$ cat config.mk
export PLATFORM = sky130hd
export DESIGN_NAME = concat_fifo
export DESIGN_NICKNAME = d
export VERILOG_FILES = /design/src/rtl/concat_fifo.sv
export SDC_FILE = /design/constraint.sdc
export NUM_CORES = 1
export LEC_CHECK = 0
export ABC_CLOCK_PERIOD_IN_PS = 4300
export CELL_PAD_IN_SITES_DETAIL_PLACEMENT = 1
export CELL_PAD_IN_SITES_GLOBAL_PLACEMENT = 1
export CORE_ASPECT_RATIO = 1.5
export CORE_MARGIN = 3
export CORE_UTILIZATION = 50
export DETAILED_ROUTE_END_ITERATION = 10
export DONT_BUFFER_PORTS = 1
export PLACE_DENSITY_LB_ADDON = 0.15
export REMOVE_ABC_BUFFERS = 1
export SLEW_MARGIN = 20
export SYNTH_ARGS = -nofsm -noshare
export SYNTH_HDL_FRONTEND = slang
export SYNTH_SLANG_ARGS = --single-unit
export TNS_END_PERCENT = 30
$ cat constraint.sdc
create_clock -name clk_i -period 4.3 [get_ports clk_i]
set_clock_uncertainty 0.05 [all_clocks]
set_input_delay 0.86 -clock clk_i [delete_from_list [all_inputs] [get_ports clk_i]]
set_output_delay 0.86 -clock clk_i [all_outputs]
set_load 0.02 [all_outputs]
$ cat src/rtl/concat_fifo.sv
// Joins one beat from each input channel into a single {in1, in0} word and queues it in a FWFT FIFO.
// Optional CONCAT_FIFO_LEVEL_EN adds level_o (fill count) and almost_full_o outputs.
module concat_fifo #(
    parameter int W0    = 120,
    parameter int W1    = 8,
    parameter int DEPTH = 4
) (
    input  logic            clk_i,
    input  logic            rst_i,
    input  logic            in0_valid_i,
    input  logic [W0-1:0]   in0_data_i,
    output logic            in0_ready_o,
    input  logic            in1_valid_i,
    input  logic [W1-1:0]   in1_data_i,
    output logic            in1_ready_o,
    output logic            out_valid_o,
    output logic [W0+W1-1:0] out_data_o,
    input  logic            out_ready_i
`ifdef CONCAT_FIFO_LEVEL_EN
    ,
    output logic [$clog2(DEPTH+1)-1:0] level_o,
    output logic            almost_full_o
`endif
);
    localparam int PW = $clog2(DEPTH);
    localparam int CW = $clog2(DEPTH+1);
    localparam int DW = W0 + W1;

    logic [DW-1:0] mem [DEPTH];
    logic [PW-1:0] wr_ptr_reg;
    logic [PW-1:0] rd_ptr_reg;
    logic [CW-1:0] count_reg;
    logic [CW-1:0] count_next;

    logic full;
    logic empty;
    logic join_fire;
    logic pop_fire;

    assign full  = (count_reg == CW'(DEPTH));
    assign empty = (count_reg == '0);

    // Full blocks new joins even when a pop is happening this cycle.
    assign join_fire = in0_valid_i & in1_valid_i & ~full;
    assign pop_fire  = ~empty & out_ready_i;

    // Each channel is only ready when its partner is present, so neither is consumed alone.
    assign in0_ready_o = in1_valid_i & ~full & ~rst_i;
    assign in1_ready_o = in0_valid_i & ~full & ~rst_i;

    assign out_valid_o = ~empty;
    assign out_data_o  = empty ? '0 : mem[rd_ptr_reg];

    // Storage has no reset; entries are only visible through the pointers and count.
    always_ff @(posedge clk_i) begin
        if (join_fire) begin
            mem[wr_ptr_reg] <= {in1_data_i, in0_data_i};
        end
    end

    always_comb begin
        count_next = count_reg;
        case ({join_fire, pop_fire})
            2'b10:   count_next = count_reg + CW'(1);
            2'b01:   count_next = count_reg - CW'(1);
            default: count_next = count_reg;
        endcase
    end

    // DEPTH is a power of two, so natural pointer wrap gives modulo-DEPTH addressing.
    always_ff @(posedge clk_i or posedge rst_i) begin
        if (rst_i) begin
            wr_ptr_reg <= '0;
            rd_ptr_reg <= '0;
            count_reg  <= '0;
        end else begin
            if (join_fire) begin
                wr_ptr_reg <= wr_ptr_reg + PW'(1);
            end
            if (pop_fire) begin
                rd_ptr_reg <= rd_ptr_reg + PW'(1);
            end
            count_reg <= count_next;
        end
    end

`ifdef CONCAT_FIFO_LEVEL_EN
    assign level_o       = count_reg;
    assign almost_full_o = (count_reg >= CW'(DEPTH - 1));
`endif

endmodule

==> results by group <==
STA
  • Hold WS: roughly 80 ps
  • # setup viols final: 0
  • Post-route minimum period: around 3400 ps
  • Slew @ Worst Pin: 747 ps
  • Final Hold Vio Count: 0
  • RSZ-0062 raised after global routing: no
  • Fin. max-slew vios: 0
  • Rel. slew slack: 0.502
  • Worst Slack Setup Final: 860 ps
  • Period utilization: 0.800
  • Fmax: 291 MHz

CTS
  • Clk sinks: 519
  • Register clock-pin slew on the reported worst setup and hold paths: 60 ps
  • Clock root buffer: clkbuf_16
  • Setup bufs post-CTS: 0
  • CTS H-Tree Depth: 2
  • Post-CTS sizing: 0
  • Num CTS Buffers: 47
  • Hold buffers post-CTS: 0
  • CTS tree: built
  • Clk_lat worst skew: 550 ps
  • CTS Buffer Depth: 3

Finish
  • Layout area overhead: 10.8%
  • Register Area: 15,600 um2
  • Total Nets Final: between 1,000 and 1,500
  • Multi-input gate area: 3930 um2
  • Fill count: between 3,000 and 4,000
  • Max reg flops: between 500 and 600
  • Antenna Diode Count: 0
  • Util after Layout: 0.565
  • Proportion of layout cells with a drive suffix above 1: 0.239

Global route
  • Final global-route overflow total: 0
  • Vias in the first global route: 9,272
  • First-pass GRT wire length: 58,800 um
  • Initial antenna violation count: 0
  • Total track usage: 0.187
  • Pin count of the biggest net entering global routing: 79

Power
  • P_leak: 6.86 nW
  • Peak supply drop: between 0.5 and 0.6 mV
  • P per Cell Area: 688 nW/um2

Placed design
  • Port buffer count: 0
  • Final Wtd Congestion: between 0.7 and 0.8
  • Detail Placement HPWL: 24,200 um
  • Pre-CTS WS: 1340 ps

Worst setup path
  • Critical path peak fanout: 33
  • R2R Setup Slk: 1740 ps
  • Worst setup path class: reg -> out
  • Worst setup SP type: flip-flop
  • Reg2Reg Depth: 8
  • End of the critical path: out_data_o[76]
  • WP data arrival: 2530 ps
  • Critical Path Source: rd_ptr_reg[1]$_DFFE_PP0P_
  • Kind of end point of the critical path: primary output
  • Worst r2r src: count_reg[2]$_DFFE_PP0P_
  • Reg-to-reg critical path endpoint: count_reg[2]$_DFFE_PP0P_
  • Critical Path RT: roughly 3400 ps

Die
  • Core Footprint: 38,800 um2
  • Die area: between 40,000 and 50,000 um2
  • Initial core utilization: 0.510
  • Die H: between 200 and 250 um
  • Row Count: 88
  • # IOs: approximately 260
  • Die Width: 168 um

Flow run
  • Max Cap Viol: 0

Drt
  • Drt total wl: 39,100 um
  • DRC Markers: 0
  • DRT iter0 DRCs: about 630
  • Post-DRT Antenna Nets: 0
  • Via count: slightly above 8,000
  • DR pass1 iterations: 4
  • Routed vias/inst: around 5.8
  • DR WL/cell: between 20 and 30 um

Min path
  • Hold Path Class: in -> async

Synthesis
  • Post-Syn Area per Cell: 23.2 um2
  • Sequential share of the synthesized area: 0.787
  • Synth Warn #: 0
  • Post-synthesis register bit count: ~520
  • Distinct cells, synth: 20
  • Post-Syn Instances: 853
  • Cell Area, Synth: between 15,000 and 20,000 um2

Status
  • Outcome: finished clean
## final cells by class
type / count / share of cell area
clock buffers: 57 / 0.0574
clock inverters: 29 / 0.0106
inverters: 7 / 0.00120
multi-input cells: 284 / 0.180
flip-flops and latches: 519 / 0.711
well taps: 495 / 0.0283
repair buffers: 17 / 0.0121
## stage by stage
| step | TNS, ps | std cells | cell area, um2 | total power, W |
|---|---|---|---|---|
| 2_1_floorplan | -561500 | 810 | 19500 | 0.0105 |
| 3_3_place_gp | 0 | 1322 | 20400 | 0.0112 |
| 3_5_place_dp | 0 | 1322 | 20400 | 0.0113 |
| 4_1_cts | 0 | 1408 | 21900 | 0.0154 |
| 5_1_grt | 0 | 1408 | 21900 | 0.0158 |
| 6_report | 0 | 1408 | 21900 | 0.0151 |
## critical path: stages, from the launching register on
cell,delay [ps]
dfrtp_4,800
buf_4,490
mux4_2,410
and2_1,260
## how the worst min path moves through the flow
stage,end,slack (ps),cells after the start
final,count_reg[2]$_DFFE_PP0P_,80,1
after global routing,count_reg[0]$_DFFE_PP0P_,90,1
after CTS,count_reg[0]$_DFFE_PP0P_,60,1
after detailed placement,count_reg[2]$_DFFE_PP0P_,500,1
after global placement,count_reg[0]$_DFFE_PP0P_,450,1
after floorplan,count_reg[2]$_DFFE_PP0P_,430,1
## layout by cell type, fill, tap and decap left out, types with 6 or more instances in the layout
| cell | n |
|---|---|
| clkinv_1 | 13 |
| edfxtp_1 | 512 |
| and2_1 | 131 |
| inv_1 | 7 |
| buf_12 | 11 |
| buf_4 | 6 |
| mux4_2 | 128 |
| clkinv_2 | 11 |
| clkbuf_16 | 49 |
| clkbuf_1 | 8 |
## synthesized netlist by cell type
| master | number | area share |
|---|---|---|
| nand3_1 | 1 | 0.00025 |
| fa_1 | 1 | 0.0010 |
| or3_1 | 1 | 0.00032 |
| buf_2 | 15 | 0.0038 |
| and2_1 | 135 | 0.043 |
| clkbuf_1 | 16 | 0.0030 |
| ha_1 | 5 | 0.0032 |
| mux2i_1 | 1 | 0.00051 |
| inv_1 | 7 | 0.0013 |
| xnor2_1 | 3 | 0.0013 |
| nor2_1 | 2 | 0.00038 |
| xor2_1 | 3 | 0.0013 |
| edfxtp_1 | 512 | 0.78 |
| buf_4 | 1 | 0.00038 |
| dfrtp_1 | 7 | 0.0089 |
| buf_6 | 11 | 0.0063 |
| nand2_1 | 1 | 0.00019 |
| mux4_2 | 128 | 0.15 |
| a21oi_1 | 2 | 0.00051 |
| mux2_2 | 1 | 0.00057 |
## power breakdown
group | switching, W | leakage (nW) | internal [W]
logic | 0.00291 | 1.40 | 0.00176
clock network | 0.00168 | 0.738 | 0.00231
registers | 0.000223 | 4.72 | 0.00617
## layer usage
layer / part of all wire / up-vias / GRT usage
met1: 0.35 / 4319 / 0.216
met5: 0 / - / 0
met2: 0.54 / 245 / 0.328
li1: - / 3522 / -
met3: 0.086 / 61 / 0.0653
met4: 0.027 / 0 / 0.0580
## kinds of logic after synthesis
group | Yosys count | share of synthesized area
buf+inv | 50 | 0.0148
fa+ha+maj | 6 | 0.00418
simple gates | 140 | 0.0439
compound gates | 2 | 0.000507
xor+xnor | 6 | 0.00266
flops | 519 | 0.787
mux | 130 | 0.147
No activity file was read; power rests on OpenSTA's default activity.
